==> src/rtl/tport_pkg.sv <==
// Shared types and defaults for the CPU test-port capture block.
package tport_pkg;

   typedef enum logic [1:0] {
      ST_IDLE    = 2'd0,
      ST_CAPTURE = 2'd1,
      ST_DONE    = 2'd2
   } state_t;

   localparam logic [29:0] DEF_TEST_PORT = 30'hFF;
   localparam logic [31:0] DEF_BEGIN_SYM = 32'h00000168;
   localparam logic [31:0] DEF_END_SYM   = 32'hFFFFFD5D;

   // CPU stores are little-endian; markers and stored words use readable order.
   function automatic logic [31:0] bswap(input logic [31:0] d);
      return {d[7:0], d[15:8], d[23:16], d[31:24]};
   endfunction

endpackage

==> src/rtl/tport_fifo.sv <==
// First-word fall-through FIFO with sticky overflow; storage is not reset.
module tport_fifo #(
   parameter int DEPTH = 8,
   parameter int WIDTH = 32
) (
   input  logic             clk,
   input  logic             rst,
   input  logic             push,
   input  logic [WIDTH-1:0] push_data,
   input  logic             pop,
   output logic             out_valid,
   output logic [WIDTH-1:0] out_data,
   output logic             overflow
);

   localparam int AW = $clog2(DEPTH);

   logic [WIDTH-1:0] mem [DEPTH];
   logic [AW:0]      wr_ptr;
   logic [AW:0]      rd_ptr;
   logic             empty;
   logic             full;
   logic             do_pop;
   logic             do_push;

   // Extra pointer MSB tells a full ring from an empty one.
   assign empty   = (wr_ptr == rd_ptr);
   assign full    = (wr_ptr[AW] != rd_ptr[AW]) && (wr_ptr[AW-1:0] == rd_ptr[AW-1:0]);
   assign do_pop  = pop && !empty;
   assign do_push = push && (!full || do_pop);

   assign out_valid = !empty;
   assign out_data  = mem[rd_ptr[AW-1:0]];

   always_ff @(posedge clk or negedge rst) begin
      if (!rst) begin
         wr_ptr   <= '0;
         rd_ptr   <= '0;
         overflow <= 1'b0;
      end else begin
         if (do_push) wr_ptr <= wr_ptr + 1'b1;
         if (do_pop)  rd_ptr <= rd_ptr + 1'b1;
         if (push && !do_push) overflow <= 1'b1;
      end
   end

   always_ff @(posedge clk) begin
      if (do_push) mem[wr_ptr[AW-1:0]] <= push_data;
   end

endmodule

==> src/rtl/tport_capture.sv <==
// Snoops CPU stores to the test port and captures the words between the
// begin and end markers into a FIFO for a downstream checker.
module tport_capture
   import tport_pkg::*;
#(
   parameter logic [29:0] TEST_PORT = DEF_TEST_PORT,
   parameter logic [31:0] BEGIN_SYM = DEF_BEGIN_SYM,
   parameter logic [31:0] END_SYM   = DEF_END_SYM,
   parameter int          DEPTH     = 8
) (
   input  logic        clk,
   input  logic        rst,
   input  logic [29:0] addr,
   input  logic [31:0] data,
   input  logic        wen,
   input  logic        pop,
   output logic        out_valid,
   output logic [31:0] out_data,
   output logic [6:0]  word_cnt,
   output logic        armed,
   output logic        done,
   output logic        overflow
);

   state_t      state;
   state_t      state_nxt;
   logic        wen_q;
   logic        event_q;
   logic        push;
   logic [31:0] swapped;

   assign swapped = bswap(data);

   // A D-cache stall holds wen high; only its rising edge counts.
   assign event_q = (addr == TEST_PORT) && wen && !wen_q;

   always_comb begin
      state_nxt = state;
      push      = 1'b0;
      case (state)
         ST_IDLE: begin
            if (event_q && swapped == BEGIN_SYM) state_nxt = ST_CAPTURE;
         end
         ST_CAPTURE: begin
            if (event_q) begin
               push = 1'b1;
               if (swapped == END_SYM) state_nxt = ST_DONE;
            end
         end
         ST_DONE: state_nxt = ST_DONE;
         default: state_nxt = ST_IDLE;
      endcase
   end

   always_ff @(posedge clk or negedge rst) begin
      if (!rst) begin
         state    <= ST_IDLE;
         wen_q    <= 1'b0;
         word_cnt <= '0;
      end else begin
         state <= state_nxt;
         wen_q <= wen;
         if (push && word_cnt != 7'd127) word_cnt <= word_cnt + 7'd1;
      end
   end

   assign armed = (state == ST_CAPTURE);
   assign done  = (state == ST_DONE);

   tport_fifo #(
      .DEPTH (DEPTH),
      .WIDTH (32)
   ) u_fifo (
      .clk       (clk),
      .rst       (rst),
      .push      (push),
      .push_data (swapped),
      .pop       (pop),
      .out_valid (out_valid),
      .out_data  (out_data),
      .overflow  (overflow)
   );

endmodule

==> config.mk <==
export PLATFORM = sky130hd
export DESIGN_NAME = tport_capture
export DESIGN_NICKNAME = d
export VERILOG_FILES = /design/src/rtl/tport_pkg.sv /design/src/rtl/tport_fifo.sv /design/src/rtl/tport_capture.sv
export SDC_FILE = /design/constraint.sdc
export NUM_CORES = 1
export LEC_CHECK = 0
export BUFFER_PORTS_ARGS = -buffer_cell sky130_fd_sc_hd__buf_2
export CORE_MARGIN = 10
export CORE_UTILIZATION = 53
export CTS_CLUSTER_SIZE = 24
export DETAILED_ROUTE_END_ITERATION = 8
export PLACE_DENSITY = 0.76
export SLEW_MARGIN = 20
export SYNTH_ARGS = -nofsm -noshare
export SYNTH_HDL_FRONTEND = slang
export SYNTH_SLANG_ARGS = --single-unit
==> constraint.sdc <==
create_clock -name clk -period 3.7 [get_ports clk]
set_input_delay 0.74 -clock clk [delete_from_list [all_inputs] [get_ports clk]]
set_output_delay 0.74 -clock clk [all_outputs]
set_load 0.02 [all_outputs]
Word level (Yosys, flattened, before mapping). Memory sizes are Yosys's and may differ from the RTL's. Index checks and enable logic that the tools add are counted.

Reductions and logical operators: 15. Add/sub/neg operators: 3. Multiplexer cells: 8. $mul: 0. Shifts and indexed selects: 0. Bitwise gates (word level): 0. Magnitude comparators: 0. Eq/ne operators: 12. Divide/modulo/power cells: 0.

Operator list (number): 32-bit == test (second input constant) (1); 32-bit by 9-bit == test with 1-bit output (second input constant) (1); 30-bit by 8-bit == test with 1-bit output (second input constant) (1); 4-bit by 1-bit adder with 4-bit output (second input constant) (2); 1-bit logical AND (8); 7-bit by 1-bit adder with 7-bit output (second input constant) (1); 7-bit != test (second input constant) (1); 2-bit two-way mux (3); 2-bit case mux with 3 select lines (1); 4-bit == test (1); 1-bit logical NOT (4); 1-bit two-way mux (4); 2-bit by 1-bit != test with 1-bit output (second input constant) (2); 3-bit == test (1); 3-bit AND reduction (1); 2-bit by 1-bit == test with 1-bit output (second input constant) (1); 2-bit == test (second input constant) (1); 2-bit logical NOT (1); 2-bit != test (second input constant) (1); 1-bit logical OR (1); 1-bit != test (1).

Word-level logic and storage cells: 45. Output and inout port bits: 43. Bits in read-only memories: 0. Register bits: 19. Bits in latches: 0. Memories kept: 1. Memory bits (writable): 256. Input bits: 66.

Memory list: u_fifo.mem (depth 8, bits a word 32, rd ports 1, clocked after memory_dff 0, wr ports 1, line tport_fifo.sv:18) `logic [WIDTH-1:0] mem [DEPTH];`.

Logic depth before layout (Yosys ltp).
Word-level depth: 8. Depth in mapped cells: 7. Gate-level depth less buffers: 6.

By module. A second synthesis with hierarchy kept.

Cells, all modules: 498. Area, all modules: 10936.7 um^2.

Modules (own cells, without submodules): tport_fifo (sequential area each 7912.6 um^2, times used 1, cells an instance 429, area each 10231.1 um^2); tport_capture (sequential area each 250.2 um^2, times used 1, cells an instance 69, area each 705.7 um^2).

Worst setup path after synthesis. No wires, ideal clock.

Kind: input to register. Start: input port addr[9]. End: memory u_fifo.mem[0][0], enable pin. Required time: 3.239 ns. Stages on the path: 5. Arrival: 4.401 ns. Buffers on the path: 0. Setup time: 0.461 ns. Setup slack: -1.162 ns. Cell sequence: or4_4 > nor4_4 > nand3_2 > or3_1 > nor3_1.

Word-level cells in the longest chain between the ends: 8.

RTL lines: start: declaration (line tport_capture.sv:13) `input logic [29:0] addr,`; 30-bit by 8-bit == test with 1-bit output (line tport_capture.sv:35) `assign event_q = (addr == TEST_PORT) && wen && !wen_q;`; 1-bit logical AND (2 in series) (line tport_capture.sv:35); 1-bit two-way mux (line tport_capture.sv:45) `if (event_q) begin`; 1-bit two-way mux (line tport_capture.sv:40) `case (state)`; 1-bit logical AND (line tport_fifo.sv:30) `assign do_push = push && (!full || do_pop);`; 1-bit two-way mux (line tport_fifo.sv:48) `if (do_push) mem[wr_ptr[AW-1:0]] <= push_data;`; 1-bit two-way mux (implied by the code) (line tport_fifo.sv:48); end: declaration (line tport_fifo.sv:18).

No other way between the ends.

Final worst setup path.
Start: register u_fifo.rd_ptr[1]. End: output port out_data[7].

Word-level cells in the longest chain between the ends: 1.

RTL lines: start: declaration (line tport_fifo.sv:20) `logic [AW:0] rd_ptr;`; start signal: assignment (line tport_fifo.sv:42) `if (do_pop) rd_ptr <= rd_ptr + 1'b1;`; memory read 8 x 32 bit; end: declaration (line tport_capture.sv:18) `output logic [31:0] out_data,`.

No other way between the ends.

==> metrics.cfg <==
[critical_path]
crit_path_end_kind=output pin
crit_chain=buf_12 > mux4_2 > mux2_2 > buf_2
worstSetupPathDepth=4
cpLargestDelayFamily=flip-flops
cpPeakStageDelay_ps=750
rr_worst_depth=6
crit_fanout=47
crit_buf_inv=2
crit_slowest_cell=dfrtp_2
r2r_start=u_fifo.rd_ptr[1]
setup.worst_path.start_class=flip-flop
cp.arrival_ps=2500
path_class=reg2out
required_ps=2960
r2r_slack_ps=1150
worst_r2r_endpoint=u_fifo.mem[4][28]

[yosys]
synth_async_sr_flop_share=0.06909
synth_commonest_cells=edfxtp_1, mux4_2, mux2_2, dfrtp_1, nand4_1
synth-seq-area-share=0.7585
ys.flop_type=edfxtp_1
synth_most_common_cell=edfxtp_1
synthAdderAreaFrac=0.008139
synth_seq_cells=275
yosys.cell_types.count=35
synthXorXnorAreaFrac=0.01139
synth_top_family_by_area=multiplexers
syn_avg_cell_area_um2=22.01
synth_area_um2=10760
muxShareOfSynthArea=0.1727
synth_top_area_share=0.7143
synth_warnings=0
synth-compound-area-share=0.004883
synth.area.top_cells=edfxtp_1, mux4_2, dfrtp_1
syn-num-nets=562
synth_edf_count=256
synth.largest_area_cell=edfxtp_1
yosys.area_share.simple=0.03546
syn_inst=489

[power_and_ir_drop]
power.share.switching=0.1923
cellLeakagePower_nw=4.230
p_total_mw=6.119
pwr-share-comb=0.015
vdd_drop_max_mv=0.2673
pwr-share-seq=0.555
p_int_mw=4.942
powerDensity_nw_per_um2=481.7
p_switching_mw=1.177
clkPwrFrac=0.430

[layout]
final_nets=696
drive_gt1_frac=0.4448
area_growth_syn_to_layout_pct=18.06
fin_area_um2=12700

[die]
die_h_um=162.5
core_area_um2=20100
fp.dieW_um=162.5
ios=109
start_util=0.5353
die_area_um2=26400
rows=52

[job]
cap_violations=0

[timing]
max_freq_mhz=309.0
slew_violations=0
hold_slack_ps=162.5
rsz0062_at_grt=false
fin_crit_ps=3236
setup_violations=0
finalCritPeriodShare=0.8745
worst_pin_slew_ps=608.0
hold_viol=0
clock_skew_ps=6.338
relSlewSlack=0.5947

[grt]
global_route.usage.total=0.1711
antenna_found_initial=1
gr-total-overflow=0
grt_max_degree=48
first_global_vias=5965
grt_pass1_wl_um=35110

[placed_design]
gp_congestion=0.8167
port_buffers=108
placed_area_um2=11840
dp.final_hpwl_um=14200

[cts]
cts_resized=0
htreeDepth=1
clkSlewWorstSetupHoldPaths_ps=60
clkLatencyLatePin_ps=510
cts_root_buf=clkbuf_16
ctsHoldBuffers=0
numCtsBuffers=27
cts_tree=built
max-clock-path-buffers=3
cts_setup_buffers=0
cts_sinks=275

[detailed_routing]
drt-pass1-iter-count=4
ant_nets=0
wl_per_cell_um=24.35
num_vias=5338
vias_per_cell=5.840
first_iter_violations=420
drc=0
wl_um=22260

[hold_path]
worst_hold_path_type=in2async

[outcome]
status=complete, no violations

[worst max path at each step]
stage | startpoint | end | slack (ps)
after global placement | addr[9] | u_fifo.mem[4][14] | 430
after global routing | u_fifo.rd_ptr[1] | out_data[19] | 370
after floorplan | addr[9] | u_fifo.mem[4][0] | -300
after detailed placement | addr[9] | u_fifo.mem[4][29] | 360
final | u_fifo.rd_ptr[1] | out_data[7] | 460
after CTS | u_fifo.rd_ptr[1] | out_data[7] | 420
[logic make-up (layout without fill, tap and decap cells)]
kind of cell,Yosys count,count (layout)
simple gates,62,62
buf+inv,24,178
flops,275,275
compound gates,6,6
xor+xnor,14,14
fa+ha+maj,7,7
mux,101,101
other cells,0,1
[metal layers]
| metal | vias to the layer above | global-route usage | routed length [µm] |
|---|---|---|---|
| met3 | 29 | 0.04828 | 2011 |
| met4 | 2 | 0.03722 | 340 |
| li1 | 2320 | - | - |
| met2 | 221 | 0.2791 | 10910 |
| met1 | 2766 | 0.2258 | 8983 |
| met5 | - | 0 | 13 |
[worst reg2reg max path, stage by stage (launching register included)]
cell and delay, ps:
dfrtp_2 750, xnor2_1 220, nand3_1 90, nor3_1 440, or3_1 440, nor2_4 70, buf_4 250
[state kept, by name (all words and copies together) (netlist names)]
name and count:
u_fifo.overflow 1, state 2, u_fifo.wr_ptr 4, u_fifo.rd_ptr 4
u_fifo.mem 256, wen_q 1, word_cnt 7
[through the flow]
step                      setup TNS [ps]  setup slack [ps]    util  std cells
after floorplan                   -49870            -304.5       -        489
after global placement                 0             431.4  0.5891        864
after detailed placement               0             360.5  0.5891        864
after CTS                              0             418.0  0.6318        913
after global routing                   0             367.7  0.6318        913
final                                  0             464.2  0.6319        914
[placed cells by master, fill, tap and decap left out, types with 7 or more instances in the layout]
master and count:
clkbuf_16 27, nor4_1 9, mux2_2 35, clkinv_2 12, xnor2_1 12, nand4_1 15
mux4_2 64, buf_2 108, ha_1 7, edfxtp_1 256, dfrtp_1 17, nand2_1 9
buf_12 7, buf_4 11
[power groups by stage]
| stage | combinational (mW) | clock [mW] | sequential (mW) |
|---|---|---|---|
| final | 0.0935 | 2.63 | 3.40 |
| after global routing | 0.106 | 2.80 | 3.39 |
| after CTS | 0.0945 | 2.68 | 3.40 |
| after detailed placement | 0.0943 | 0 | 3.46 |
| after global placement | 0.0880 | 0 | 3.46 |
| after floorplan | 0.00669 | 0 | 3.46 |
[area by class of cell]
cell class                      count  area (µm²)
Sequential cell                   275        8168
Fill cell                        1335        7400
Multi-Input combinational cell    190        2562
Timing Repair Buffer              126       763.2
Clock buffer                       30       706.9
Tap cell                          270       337.8
Clock inverter                     19       152.6
Inverter                            3       11.26
Antenna cell                        1       2.502
No activity file was read; power rests on OpenSTA's default activity.
